<file path="src/rtl/fir_sched_pkg.sv">
// Shared types and helpers for the FIR channel scheduler.
//   state_t : scheduler FSM states
//   ch_w(n) : bit width of a channel index for n channels
package fir_sched_pkg;

  typedef enum logic [1:0] {
    IDLE  = 2'd0,
    FEED  = 2'd1,
    DRAIN = 2'd2
  } state_t;

  // Channel-index width; never narrower than one bit.
  function automatic int ch_w(input int n);
    return (n > 1) ? $clog2(n) : 1;
  endfunction

endpackage

</file>
<file path="src/rtl/rr_arbiter.sv">
// Combinational rotate-priority encoder.
//   req       : request vector, one bit per channel
//   ptr       : channel with highest priority this decision
//   gnt_valid : at least one request is set
//   gnt_idx   : first requesting channel at or after ptr, wrapping modulo N
module rr_arbiter
  import fir_sched_pkg::*;
#(
  parameter  int N = 3,
  localparam int W = ch_w(N)
) (
  input  logic [N-1:0] req,
  input  logic [W-1:0] ptr,
  output logic         gnt_valid,
  output logic [W-1:0] gnt_idx
);

  // idx[k] is the channel sitting k places after ptr in the rotation.
  logic [W-1:0] idx [N];
  logic [N-1:0] hit;

  for (genvar k = 0; k < N; k++) begin : g_rot
    logic [W:0] sum;
    assign sum    = {1'b0, ptr} + (W+1)'(k);
    assign idx[k] = (sum >= (W+1)'(N)) ? W'(sum - (W+1)'(N)) : W'(sum);
    assign hit[k] = req[idx[k]];
  end

  // Walk from the lowest-priority slot up so the closest hit to ptr wins.
  always_comb begin
    gnt_valid = 1'b0;
    gnt_idx   = '0;
    for (int k = N - 1; k >= 0; k--) begin
      if (hit[k]) begin
        gnt_valid = 1'b1;
        gnt_idx   = idx[k];
      end
    end
  end

endmodule

</file>
<file path="src/rtl/fir_channel_scheduler.sv">
// Time-shares one decimating FIR engine among NUM_CH sample streams.
// Channels are granted round robin; a grant feeds exactly DECIMATION input
// samples to the engine, then steers the one resulting output word into that
// channel's output FIFO.
//   clock, reset           : clock, synchronous active-high reset
//   in_empty/in_dout/in_rd_en   : per-channel input FIFO read side
//   out_full/out_din/out_wr_en  : per-channel output FIFO write side (shared data)
//   fir_x_din/fir_x_empty/fir_x_rd_en : sample stream into the engine
//   fir_y_dout/fir_y_wr_en/fir_y_full : result stream out of the engine
//   fir_ch    : active channel, selects the engine's history bank
//   busy      : scheduler not idle
//   proto_err : sticky engine-handshake violation, cleared by reset only
module fir_channel_scheduler
  import fir_sched_pkg::*;
#(
  parameter  int NUM_CH     = 3,
  parameter  int DECIMATION = 8,
  parameter  int DATA_SIZE  = 32,
  localparam int CW         = ch_w(NUM_CH)
) (
  input  logic                        clock,
  input  logic                        reset,
  input  logic [NUM_CH-1:0]           in_empty,
  input  logic [NUM_CH*DATA_SIZE-1:0] in_dout,
  output logic [NUM_CH-1:0]           in_rd_en,
  input  logic [NUM_CH-1:0]           out_full,
  output logic [DATA_SIZE-1:0]        out_din,
  output logic [NUM_CH-1:0]           out_wr_en,
  output logic [DATA_SIZE-1:0]        fir_x_din,
  output logic                        fir_x_empty,
  input  logic                        fir_x_rd_en,
  output logic [CW-1:0]               fir_ch,
  input  logic [DATA_SIZE-1:0]        fir_y_dout,
  input  logic                        fir_y_wr_en,
  output logic                        fir_y_full,
  output logic                        busy,
  output logic                        proto_err
);

  localparam int CNTW = $clog2(DECIMATION + 1);
  localparam logic [CNTW-1:0] CNT_LAST = CNTW'(DECIMATION - 1);

  state_t          state;
  logic [CW-1:0]   g;
  logic [CW-1:0]   rr_ptr;
  logic [CNTW-1:0] cnt;

  logic [DATA_SIZE-1:0] din_a [NUM_CH];
  for (genvar i = 0; i < NUM_CH; i++) begin : g_unpack
    assign din_a[i] = in_dout[i*DATA_SIZE +: DATA_SIZE];
  end

  // A channel only competes if it can both supply a block and take the result.
  logic [NUM_CH-1:0] eligible;
  logic              gnt_valid;
  logic [CW-1:0]     gnt_idx;

  assign eligible = ~in_empty & ~out_full;

  rr_arbiter #(.N(NUM_CH)) u_arb (
    .req       (eligible),
    .ptr       (rr_ptr),
    .gnt_valid (gnt_valid),
    .gnt_idx   (gnt_idx)
  );

  // Engine-facing steering; everything is quiet outside the active phase.
  always_comb begin
    in_rd_en    = '0;
    out_wr_en   = '0;
    out_din     = '0;
    fir_x_din   = '0;
    fir_x_empty = 1'b1;
    fir_y_full  = 1'b1;
    unique case (state)
      FEED: begin
        fir_x_din   = din_a[g];
        fir_x_empty = in_empty[g];
        in_rd_en[g] = fir_x_rd_en & ~in_empty[g];
      end
      DRAIN: begin
        fir_y_full   = out_full[g];
        out_din      = fir_y_dout;
        out_wr_en[g] = fir_y_wr_en & ~out_full[g];
      end
      default: ;
    endcase
  end

  logic rd_acc, wr_acc, y_spurious, x_spurious;
  assign rd_acc     = (state == FEED)  & fir_x_rd_en & ~in_empty[g];
  assign wr_acc     = (state == DRAIN) & fir_y_wr_en & ~out_full[g];
  assign y_spurious = fir_y_wr_en & (state != DRAIN);
  assign x_spurious = fir_x_rd_en & fir_x_empty;

  always_ff @(posedge clock) begin
    if (reset) begin
      state     <= IDLE;
      g         <= '0;
      rr_ptr    <= '0;
      cnt       <= '0;
      proto_err <= 1'b0;
    end else begin
      if (y_spurious || x_spurious) proto_err <= 1'b1;
      unique case (state)
        IDLE: if (gnt_valid) begin
          g     <= gnt_idx;
          cnt   <= '0;
          state <= FEED;
        end
        // Grant is held through input underruns; the block never splits.
        FEED: if (rd_acc) begin
          cnt <= cnt + 1'b1;
          if (cnt == CNT_LAST) state <= DRAIN;
        end
        // Pointer moves past the served channel, so it goes to the back.
        DRAIN: if (wr_acc) begin
          rr_ptr <= (g == CW'(NUM_CH - 1)) ? '0 : g + 1'b1;
          state  <= IDLE;
        end
        default: state <= IDLE;
      endcase
    end
  end

  assign fir_ch = g;
  assign busy   = (state != IDLE);

endmodule

</file>
<file path="config.mk">
export PLATFORM = sky130hd
export DESIGN_NAME = fir_channel_scheduler
export DESIGN_NICKNAME = d
export VERILOG_FILES = /design/src/rtl/fir_sched_pkg.sv /design/src/rtl/rr_arbiter.sv /design/src/rtl/fir_channel_scheduler.sv
export SDC_FILE = /design/constraint.sdc
export NUM_CORES = 1
export LEC_CHECK = 0
export ABC_AREA = 1
export BUFFER_PORTS_ARGS = -buffer_cell sky130_fd_sc_hd__buf_2
export CAP_MARGIN = 20
export CORE_ASPECT_RATIO = 1.1
export CORE_MARGIN = 2
export CORE_UTILIZATION = 24
export CTS_BUF_LIST = sky130_fd_sc_hd__clkbuf_4 sky130_fd_sc_hd__clkbuf_8
export DETAILED_ROUTE_END_ITERATION = 7
export PLACE_DENSITY_LB_ADDON = 0.12
export RECOVER_POWER = 50
export SLEW_MARGIN = 20
export SYNTH_ARGS = -nofsm -noshare
export SYNTH_HDL_FRONTEND = slang
export SYNTH_SLANG_ARGS = --single-unit
export TNS_END_PERCENT = 20
</file>
<file path="constraint.sdc">
create_clock -name clock -period 1.52 [get_ports clock]
set_input_delay 0.228 -clock clock [delete_from_list [all_inputs] [get_ports clock]]
set_output_delay 0.228 -clock clock [all_outputs]
set_load 0.02 [all_outputs]
</file>
==> impl_results.md <==
* Status: finished, violations left
* Violated checks: setup timing
* Layout Area Growth over Synthesis at 103%
* Clock skew at 0.00319 ns
* Fin crit period at 1.66 ns
* PnR worst setup slack at -0.145 ns
* Die footprint at 8420 sq um
* Synth warn at 0
* Relative slew margins at 71.3%
* FF+latch count, synth at 11
* Hold_buf cts at 0
* Total gr overflow at 0
* CORE AREA at 7470 sq um
* Least-Margin Pin Slew at 0.429 ns
* Endpoints failing hold at 0
* Achievable frequency at 601 MHz
* Largest net degree at the start of global routing at 35
* Mapped Avg Cell Area at 4.80 sq um
* Post-DP HPWL at 6.00 mm
* I/O Pins at 214
* PortBufs at 213
* Clk sinks at 11
* Clock latency on the worst-skew pair at 0.24 ns
* Crit path cell chain: inv_4 > nor2_4 > buf_4 > nand2_1 > nand2_1 > nand2_1 > inv_1 > buf_2
* Final wirelength at 7.99 mm
* ANT cells at 0
* Worst IR Drop VDD at 0.362 mV
* Antenna violations before repair at 0
* CP max FO at 9
* Critical Path RT at 1.29 ns
* Initial Utilization at 24.7%
* Initial DRC Count at 83
* Routed vias at 3099
* Unrepaired setup endpoints after global routing: true
* Fin area at 3760 sq um
* Final setup viols at 41
* Power Dens Cells at 750 nW/um^2
* CTS tree: built
* Gate Count Post-Synth at 385
* Register area share after synthesis at 11.9%
* CP dominant cell by count: nand2_1
* Layout cell share with drive strength beyond 1 at 49.2%
* Die width at 87.7 microns
* Synthesized Nets at 527
* Period Utilization, post-route at 110%
* Max incr delay on CP at 0.38 ns
* Slew Viols, Final at 0
* Longest Clk Path Bufs at 2
* H-tree level count at 1
* Distinct cells, synth at 24
* Drt pass-1 iters at 4
* Root buf cell: clkbuf_8
* Synthesized cell area at 1850 sq um
* Final Util at 50.3%
* Critical path's slowest cell: dfxtp_4
* Fillcell total at 803
* Startpoint Class: register
* Crit end category: output pin
* Number of max-cap violations at 0
* Total clock buffers created by CTS at 3
* Total global routing track utilization at 16.3%
* WL per Instance at 11.2 microns
* Row count at 33
* Crit Path Class: reg -> out
* Vias in the first global route at 2698
* First-pass GRT wire length at 11.4 mm
* Post-DRT Antenna Nets at 0
* Vias per std cell at 4.36
* Pleak at 2.38 nW
* Worst hold slack at 0.248 ns
* Die H at 96.1 microns
* Final #Nets at 749
* # placed instances at 700
* Total power at 2.82 mW
* Gpl congestion at 0.801
* DRC at 0
* HP Class: in -> reg
* Clock Pin Slew Worst Setup and Hold Paths at 0.05 ns
* Worst endpoint data arrival time at 1.44 ns
* Fin cells at 711
* Post-DP Area at 3180 sq um
==> state kept, by name (all words and copies together), names as in the netlist <==
signal	flops
rr_ptr	2
cnt	4
fir_ch	2
proto_err	1
state	2
==> layout make-up <==
type,count,area (sq um),area share [%]
Inverter,87,342,9.08
Multi-Input combinational cell,272,1430,38.1
Sequential cell,11,235,6.25
Clock buffer,4,48.8,1.30
Timing Repair Buffer,232,1570,41.7
Tap cell,105,131,3.49
==> synthesized netlist by cell type <==
cell type	number	share of area [%]
a21o_1	1	0.41
a21oi_1	13	3.5
a22oi_1	27	11
a22oi_2	1	0.68
buf_1	2	0.41
buf_2	4	1.1
clkbuf_1	9	1.8
clkinv_1	2	0.41
dfxtp_1	11	12
ha_1	4	2.7
inv_1	82	17
inv_2	3	0.61
nand2_1	147	30
nand3_1	15	4.1
nand3_2	1	0.54
nand4_1	1	0.34
nor2_1	52	11
nor2_2	1	0.34
nor2_4	1	0.61
nor3_1	4	1.1
o21a_1	1	0.41
o21ai_0	1	0.27
or2_2	1	0.34
xor2_1	1	0.47
==> per-layer routing <==
metal	part of all wire (%)	track usage [%]
met5	0	0
met4	0.58	1.54
met3	8.9	4.46
met2	53	32.8
met1	38	17.2
==> timing repair <==
action                                  4_1_cts  5_1_grt
setup buffers                                 1        5
pin swaps                                     1        3
cloned                                        0        1
endpoints found under the setup margin       78       78
resized for setup                            58      102
==> layout by cell type (no fill, tap or decap), drive strengths merged <==
| cell | n |
|---|---|
| nand3 | 16 |
| o21ai | 1 |
| or2 | 1 |
| ha | 4 |
| a22oi | 28 |
| a21oi | 13 |
| clkbuf | 7 |
| inv | 87 |
| buf | 229 |
| nor2 | 54 |
| nor3 | 4 |
| a21o | 1 |
| o21a | 1 |
| dfxtp | 11 |
| nand4 | 1 |
| nand2 | 147 |
| xor2 | 1 |
==> path summary, 6_finish.rpt <==
check,startpoint,to,slack (ns),depth (start not counted)
hold reg to reg,cnt[1]$_SDFFE_PP0P_,cnt[1]$_SDFFE_PP0P_,0.50,2
setup reg to reg,fir_ch[0]$_SDFFE_PP0P_,cnt[2]$_SDFFE_PP0P_,-0.04,10
setup / recovery,fir_ch[1]$_SDFFE_PP0P_,fir_x_din[31],-0.14,8
hold / removal,fir_x_rd_en,proto_err$_SDFFE_PP0P_,0.25,3
==> power by group <==
group	switching [mW]	total (mW)	internal, mW
Sequential	0.0558	0.386	0.330
Clock	0.118	0.320	0.203
Combinational	1.19	2.12	0.925
==> logic make-up after synthesis <==
group | share of synthesized area [%]
fa+ha+maj | 2.71
flops | 11.9
buf+inv | 21.0
simple gates | 47.7
compound gates | 16.2
xor+xnor | 0.474
==> through the flow <==
stage               setup slack [ns]  TNS [ns]
floorplan                    -0.0111    -0.253
global placement             -0.0986    -0.379
detailed placement            -0.119    -0.540
CTS                           -0.173     -7.18
global route                  -0.251     -9.79
finish                        -0.145     -4.10
==> worst max-delay path, delay by kind of cell, from the launching register on <==
| kind | cells | cell delay, ns |
|---|---|---|
| buffers and inverters | 4 | 0.45 |
| DFF | 1 | 0.38 |
| and+or+nand+nor | 4 | 0.35 |
No activity file was read; power rests on OpenSTA's default activity.
